`src/rtl/spi_controller.sv`:
```
// spi_controller
//   SPI mode-0 initiator for the 3-wire register link (sclk, copi, ncs).
//   Each accepted request sends one 16-bit frame {rw, addr[6:0], wdata[7:0]},
//   MSB first. cipo is sampled on every SCLK rising edge, and the last eight
//   samples are presented on rdata when the frame completes.
//
// Parameters
//   CLK_DIV  clk cycles per SCLK half-period (>= 2; >= 4 when the far end
//            synchronises SCLK into its own clock domain)
//
// Ports
//   clk, rst_n         system clock, asynchronous active-low reset
//   start              request pulse; taken only while busy=0
//   rw, addr, wdata    frame fields, latched when the request is accepted
//   cipo               serial data from the peripheral
//   busy               frame in progress (cycle after accept up to done, exclusive)
//   done               one-cycle completion pulse
//   rdata              byte captured from cipo during the data byte
//   sclk, copi, ncs    SPI clock (idles low), serial out, chip select (active low)
//
// State table
//   state   | meaning
//   S_IDLE  | waiting for start; ncs high, sclk low, copi low
//   S_SETUP | ncs low, copi = bit 15; doubles as the low half of bit 15
//   S_SHIFT | SCLK high half / low half per bit, bit 15 down to bit 0
//   S_HOLD  | sclk low after bit 0; ncs still low, copi keeps bit 0
//   S_GAP   | ncs high; last cycle is the done cycle and can accept a new start

module spi_controller #(
    parameter int CLK_DIV = 4
) (
    input  logic       clk,
    input  logic       rst_n,
    input  logic       start,
    input  logic       rw,
    input  logic [6:0] addr,
    input  logic [7:0] wdata,
    input  logic       cipo,
    output logic       busy,
    output logic       done,
    output logic [7:0] rdata,
    output logic       sclk,
    output logic       copi,
    output logic       ncs
);

    localparam int DIV_W = $clog2(CLK_DIV);
    localparam logic [DIV_W-1:0] DIV_LAST = DIV_W'(CLK_DIV - 1);
    localparam logic [DIV_W-1:0] DIV_ONE  = DIV_W'(1);

    typedef enum logic [2:0] {
        S_IDLE,
        S_SETUP,
        S_SHIFT,
        S_HOLD,
        S_GAP
    } state_t;

    state_t           state, state_nxt;
    logic [DIV_W-1:0] div_cnt;
    logic             div_tc;
    logic             high_half, high_nxt;
    logic [3:0]       bit_cnt;
    logic [15:0]      shreg;
    logic [7:0]       rx_byte;
    logic             accept;
    logic             shift_out;
    logic             sclk_rise;

    assign div_tc    = (div_cnt == '0);
    // First cycle of a high half is the cycle in which sclk goes 0->1.
    assign sclk_rise = (state == S_SHIFT) && high_half && (div_cnt == DIV_LAST);

    always_comb begin
        state_nxt = state;
        high_nxt  = high_half;
        accept    = 1'b0;
        shift_out = 1'b0;
        busy      = 1'b1;
        done      = 1'b0;
        case (state)
            S_IDLE: begin
                busy = 1'b0;
                if (start) begin
                    accept    = 1'b1;
                    state_nxt = S_SETUP;
                end
            end
            S_SETUP: begin
                if (div_tc) begin
                    state_nxt = S_SHIFT;
                    high_nxt  = 1'b1;
                end
            end
            S_SHIFT: begin
                if (div_tc) begin
                    if (high_half) begin
                        high_nxt = 1'b0;
                        if (bit_cnt == 4'd0) begin
                            state_nxt = S_HOLD;
                        end else begin
                            shift_out = 1'b1;
                        end
                    end else begin
                        high_nxt = 1'b1;
                    end
                end
            end
            S_HOLD: begin
                if (div_tc) begin
                    state_nxt = S_GAP;
                end
            end
            S_GAP: begin
                // The final GAP cycle is the done cycle; a start here chains
                // the next frame so ncs stays high for exactly one GAP.
                if (div_tc) begin
                    busy = 1'b0;
                    done = 1'b1;
                    if (start) begin
                        accept    = 1'b1;
                        state_nxt = S_SETUP;
                    end else begin
                        state_nxt = S_IDLE;
                    end
                end
            end
            default: begin
                state_nxt = S_IDLE;
            end
        endcase
    end

    always_ff @(posedge clk or negedge rst_n) begin
        if (!rst_n) begin
            state     <= S_IDLE;
            high_half <= 1'b0;
        end else begin
            state     <= state_nxt;
            high_half <= high_nxt;
        end
    end

    // Half-period timer: reloads at terminal count and is parked while idle.
    always_ff @(posedge clk or negedge rst_n) begin
        if (!rst_n) begin
            div_cnt <= DIV_LAST;
        end else if (div_tc || state == S_IDLE) begin
            div_cnt <= DIV_LAST;
        end else begin
            div_cnt <= div_cnt - DIV_ONE;
        end
    end

    always_ff @(posedge clk or negedge rst_n) begin
        if (!rst_n) begin
            bit_cnt <= 4'd0;
            shreg   <= 16'd0;
        end else if (accept) begin
            bit_cnt <= 4'd15;
            shreg   <= {rw, addr, wdata};
        end else if (shift_out) begin
            bit_cnt <= bit_cnt - 4'd1;
            shreg   <= {shreg[14:0], 1'b0};
        end
    end

    always_ff @(posedge clk or negedge rst_n) begin
        if (!rst_n) begin
            rx_byte <= 8'd0;
        end else if (sclk_rise) begin
            rx_byte <= {rx_byte[6:0], cipo};
        end
    end

    // Loaded one cycle before the done cycle so rdata is already valid
    // while done is high. GAP is always at least two cycles long.
    always_ff @(posedge clk or negedge rst_n) begin
        if (!rst_n) begin
            rdata <= 8'd0;
        end else if (state == S_GAP && div_cnt == DIV_ONE) begin
            rdata <= rx_byte;
        end
    end

    assign ncs  = !(state == S_SETUP || state == S_SHIFT || state == S_HOLD);
    assign sclk = (state == S_SHIFT) && high_half;
    assign copi = ncs ? 1'b0 : shreg[15];

endmodule

```
`config.mk`:
```
export PLATFORM = sky130hd
export DESIGN_NAME = spi_controller
export DESIGN_NICKNAME = d
export VERILOG_FILES = /design/src/rtl/spi_controller.sv
export SDC_FILE = /design/constraint.sdc
export NUM_CORES = 1
export LEC_CHECK = 0
export CAP_MARGIN = 20
export CORE_MARGIN = 4
export CORE_UTILIZATION = 30
export CTS_BUF_LIST = sky130_fd_sc_hd__clkbuf_8 sky130_fd_sc_hd__clkbuf_16
export DETAILED_ROUTE_END_ITERATION = 8
export GPL_TIMING_DRIVEN = 0
export HOLD_SLACK_MARGIN = 0.02
export PLACE_DENSITY = 0.58
export SLEW_MARGIN = 0
export SYNTH_ARGS = -nofsm -noshare
export SYNTH_HDL_FRONTEND = slang
export SYNTH_SLANG_ARGS = --single-unit
```
`constraint.sdc`:
```
create_clock -name clk -period 2.4 [get_ports clk]
set_input_delay 0.72 -clock clk [delete_from_list [all_inputs] [get_ports clk]]
set_output_delay 0.72 -clock clk [all_outputs]
set_load 0.03 [all_outputs]
```
==> summary.md <==
| Metric | Value |
|---|---|
| Die span in y | `88.3 um` |
| Sequential area share after synthesis | `54.4%` |
| Max-slew violations | `0` |
| Syn Area/Cell | `12.2 um2` |
| Period utilisation layout | `95.6%` |
| Synthesized area | `1940 um2` |
| GRT Overall Usage | `between 10% and 20%` |
| Placed insts | `269` |
| CP Cell Sequence | `inv_1 > ha_1 > and3_2 > clkdlybuf4s15_2` |
| IO buf count | `32` |
| Routed len/inst | `13.7 um` |
| Worst vdd ir | `just under 500 uV` |
| Post-synth EDFFs | `0` |
| Critical path arrival | `1.58 ns` |
| ANT nets after route | `0` |
| Total gr overflow | `0` |
| Top cells by count, synth | `40 x dfrtp_1, 16 x mux2_2, 10 x a21o_1, 10 x nand2_1, 9 x a22o_1` |
| Slew of the pin with the lowest slew margin | `0.442 ns` |
| Initial Utilization | `approximately 31%` |
| Ys Warns | `0` |
| Synth Instances | `159` |
| IO Pins | `33` |
| Final hold slack | `between 0.3 and 0.4 ns` |
| Cell Pwr Density | `972 nW/um2` |
| Data required, critical path | `approximately 1.7 ns` |
| CP max FO | `3` |
| Synth area leader | `dfrtp_1` |
| Diode count | `0` |
| Hold_buf cts | `0` |
| GRT busiest layer | `met2` |
| Clk_lat worst skew | `0.29 ns` |
| Top_reg_cell synth | `dfrtp_1` |
| Crit path from | `div_cnt[0]` |
| Setup violators final | `0` |
| Chip Width | `88.3 um` |
| P_leak | `roughly 1.2 nW` |
| Post-DP HPWL | `2630 um` |
| Placer Congestion | `0.726` |
| Max-cap check violation count | `0` |
| Nets@finish | `225` |
| Async set-or-reset flop fraction in the synthesized netlist | `100%` |
| Row cnt | `29` |
| Worst-path clk slew | `0.08 ns` |
| CP max stage cell | `dfstp_2` |
| Cell family contributing the most delay on the critical path | `flip-flops` |
| Routing usage on met2 | `15.9%` |
| Worst R2R Start | `div_cnt[0]` |
| Setup_tns | `0 ns` |
| Slew HR | `70.5%` |
| Most common cell in the netlist | `dfrtp_1` |
| Final min period | `2.30 ns` |
| Critical path buffer and inverter count | `2` |
| Htree depth | `2` |
| CTS tree | `built` |
| Clk buf depth | `2` |
| Startpoint Class | `flop` |
| Vias in the first global route | `1388` |
| Worst hold path class | `input port to async pin` |
| #FFs+latches synth | `between 40 and 50` |
| Share of layout cells above drive strength 1 | `27.9%` |
| Via count | `1333` |
| First-pass GRT wire length | `around 6400 um` |
| Clk sinks | `42` |
| Via density | `4.79` |
| Syn Nets | `roughly 180` |
| Crit Path Category | `flop to output pin` |
| Remaining DRCs | `0` |
| Area Overhead vs Synth | `28.4%` |
| Die area | `7800 um2` |
| Drt pass-1 iters | `4` |
| Crit-path max cell delay | `0.54 ns` |
| Root Buffer | `clkbuf_8` |
| Initial DRC Count | `35` |
| Largest net degree at the start of global routing | `27` |
| Initial antenna violation count | `0` |
| Netlist cell types | `37` |
| CTS Buf Count | `5` |
| RSZ-0062 raised after global routing | `no` |
| Clock Skew | `roughly 0.0086 ns` |
| Post-synth top area share | `51.7%` |
| Fmax | `436 MHz` |
| DRT Wirelength | `3800 um` |
| Ranking of synthesized cells by area | `dfrtp_1 52%, mux2_2 9.3%, a22o_1 4.1%, a21o_1 3.9%, ha_1 3.2%` |
| Hold Vio Cnt, Final | `0` |
| Met3 usage | `2.89%` |
| Critical Path End Type | `output pin` |
| Run status | `completed` |
| Final non-filler cell total | `278` |
| GR Layer Usage met1 | `14.3%` |
| Tot Pwr | `2.41 mW` |
| Core area | `6310 um2` |
==> routing by layer <==
layer | share of wire [%] | vias up
met5 | 0 | -
met4 | 1.8 | 0
met3 | 4.3 | 7
met2 | 44 | 25
met1 | 50 | 649
li1 | - | 652
==> what timing repair did <==
item,CTS,global route
resized for setup,13,2
buffers inserted,0,1
gates cloned,0,0
endpoints found under the hold margin,0,0
setup endpoints to repair,5,5
==> cells in the final DEF, fill, tap and decap left out, types with 2 or more instances in the layout <==
cell             count
buf_4                3
a21oi_1              4
and3_1               3
nor3_1               4
a211oi_1             2
nor2_2               2
nor2_1               7
dlygate4sd2_1        2
inv_1                7
dfstp_2              2
clkbuf_1             2
o21ai_0              2
ha_1                 4
dfrtp_1             40
nand2_1             10
clkbuf_8             5
buf_2                4
clkinv_2             2
clkdlybuf4s50_1     26
a31oi_1              2
buf_6                4
a21o_1              10
a22o_1               9
a21o_2               4
a22o_2               5
mux2_2              16
==> area by class of cell <==
type,instances,area [um2]
fill,641,3830
sequential,42,1050
multi-input combinational,100,786
timing repair buffer,34,339
tap,77,96.3
buffer,10,75.1
clock buffer,5,68.8
clock inverter,3,40.0
inverter,7,26.3
==> worst reg2reg max path: stages, from the launching register on <==
cell	delay, ns
dfstp_2	0.54
inv_1	0.05
ha_2	0.22
or2b_1	0.24
and3_1	0.18
clkbuf_1	0.17
clkbuf_1	0.27
a22o_1	0.25
a21o_1	0.15
==> registers in the layout, indices dropped and copies added (netlist names) <==
name       cells
state          3
rx_byte        8
bit_cnt        4
rdata          8
high_half      1
div_cnt        2
shreg         16
==> metrics by stage <==
step | area, um2 | worst slack (ns) | utilization [%]
3_3_place_gp | 2350 | -0.550 | 37.3
4_1_cts | 2470 | -0.0262 | 39.2
2_1_floorplan | 1940 | 0.0919 | -
5_1_grt | 2480 | 0.00517 | 39.4
3_5_place_dp | 2370 | -0.197 | 37.5
6_report | 2480 | 0.105 | 39.4
==> worst paths after layout <==
kind                               to  slack [ns]  depth (start not counted)
max                              done        0.10                          4
min                        rx_byte[2]        0.34                          1
max reg2reg                  shreg[3]        0.22                          8
min reg2reg                div_cnt[0]        0.46                          1
max in group asynchronous  div_cnt[0]        1.50                          2
min in group clk           div_cnt[0]        0.46                          1
==> where the power goes <==
group	switching, mW	internal, mW	leakage, nW	total [mW]
logic	0.436	0.392	0.623	0.828
registers	0.114	0.924	0.526	1.04
clock network	0.242	0.306	0.0579	0.548
total	0.792	1.62	1.21	2.41
==> cells by family (layout without fill, tap and decap cells) <==
kind of cell / after synthesis / in the layout / synth area share [%]
muxes: 16 / 16 / 9.31
and+or+nand+nor: 34 / 34 / 9.63
buffers and inverters: 17 / 59 / 5.24
AOI/OAI and AO/OA: 44 / 44 / 17.7
adders and majority gates: 5 / 5 / 3.23
xor gates and xnor gates: 1 / 1 / 0.453
DFF: 42 / 42 / 54.4
No activity file was read; power rests on OpenSTA's default activity.
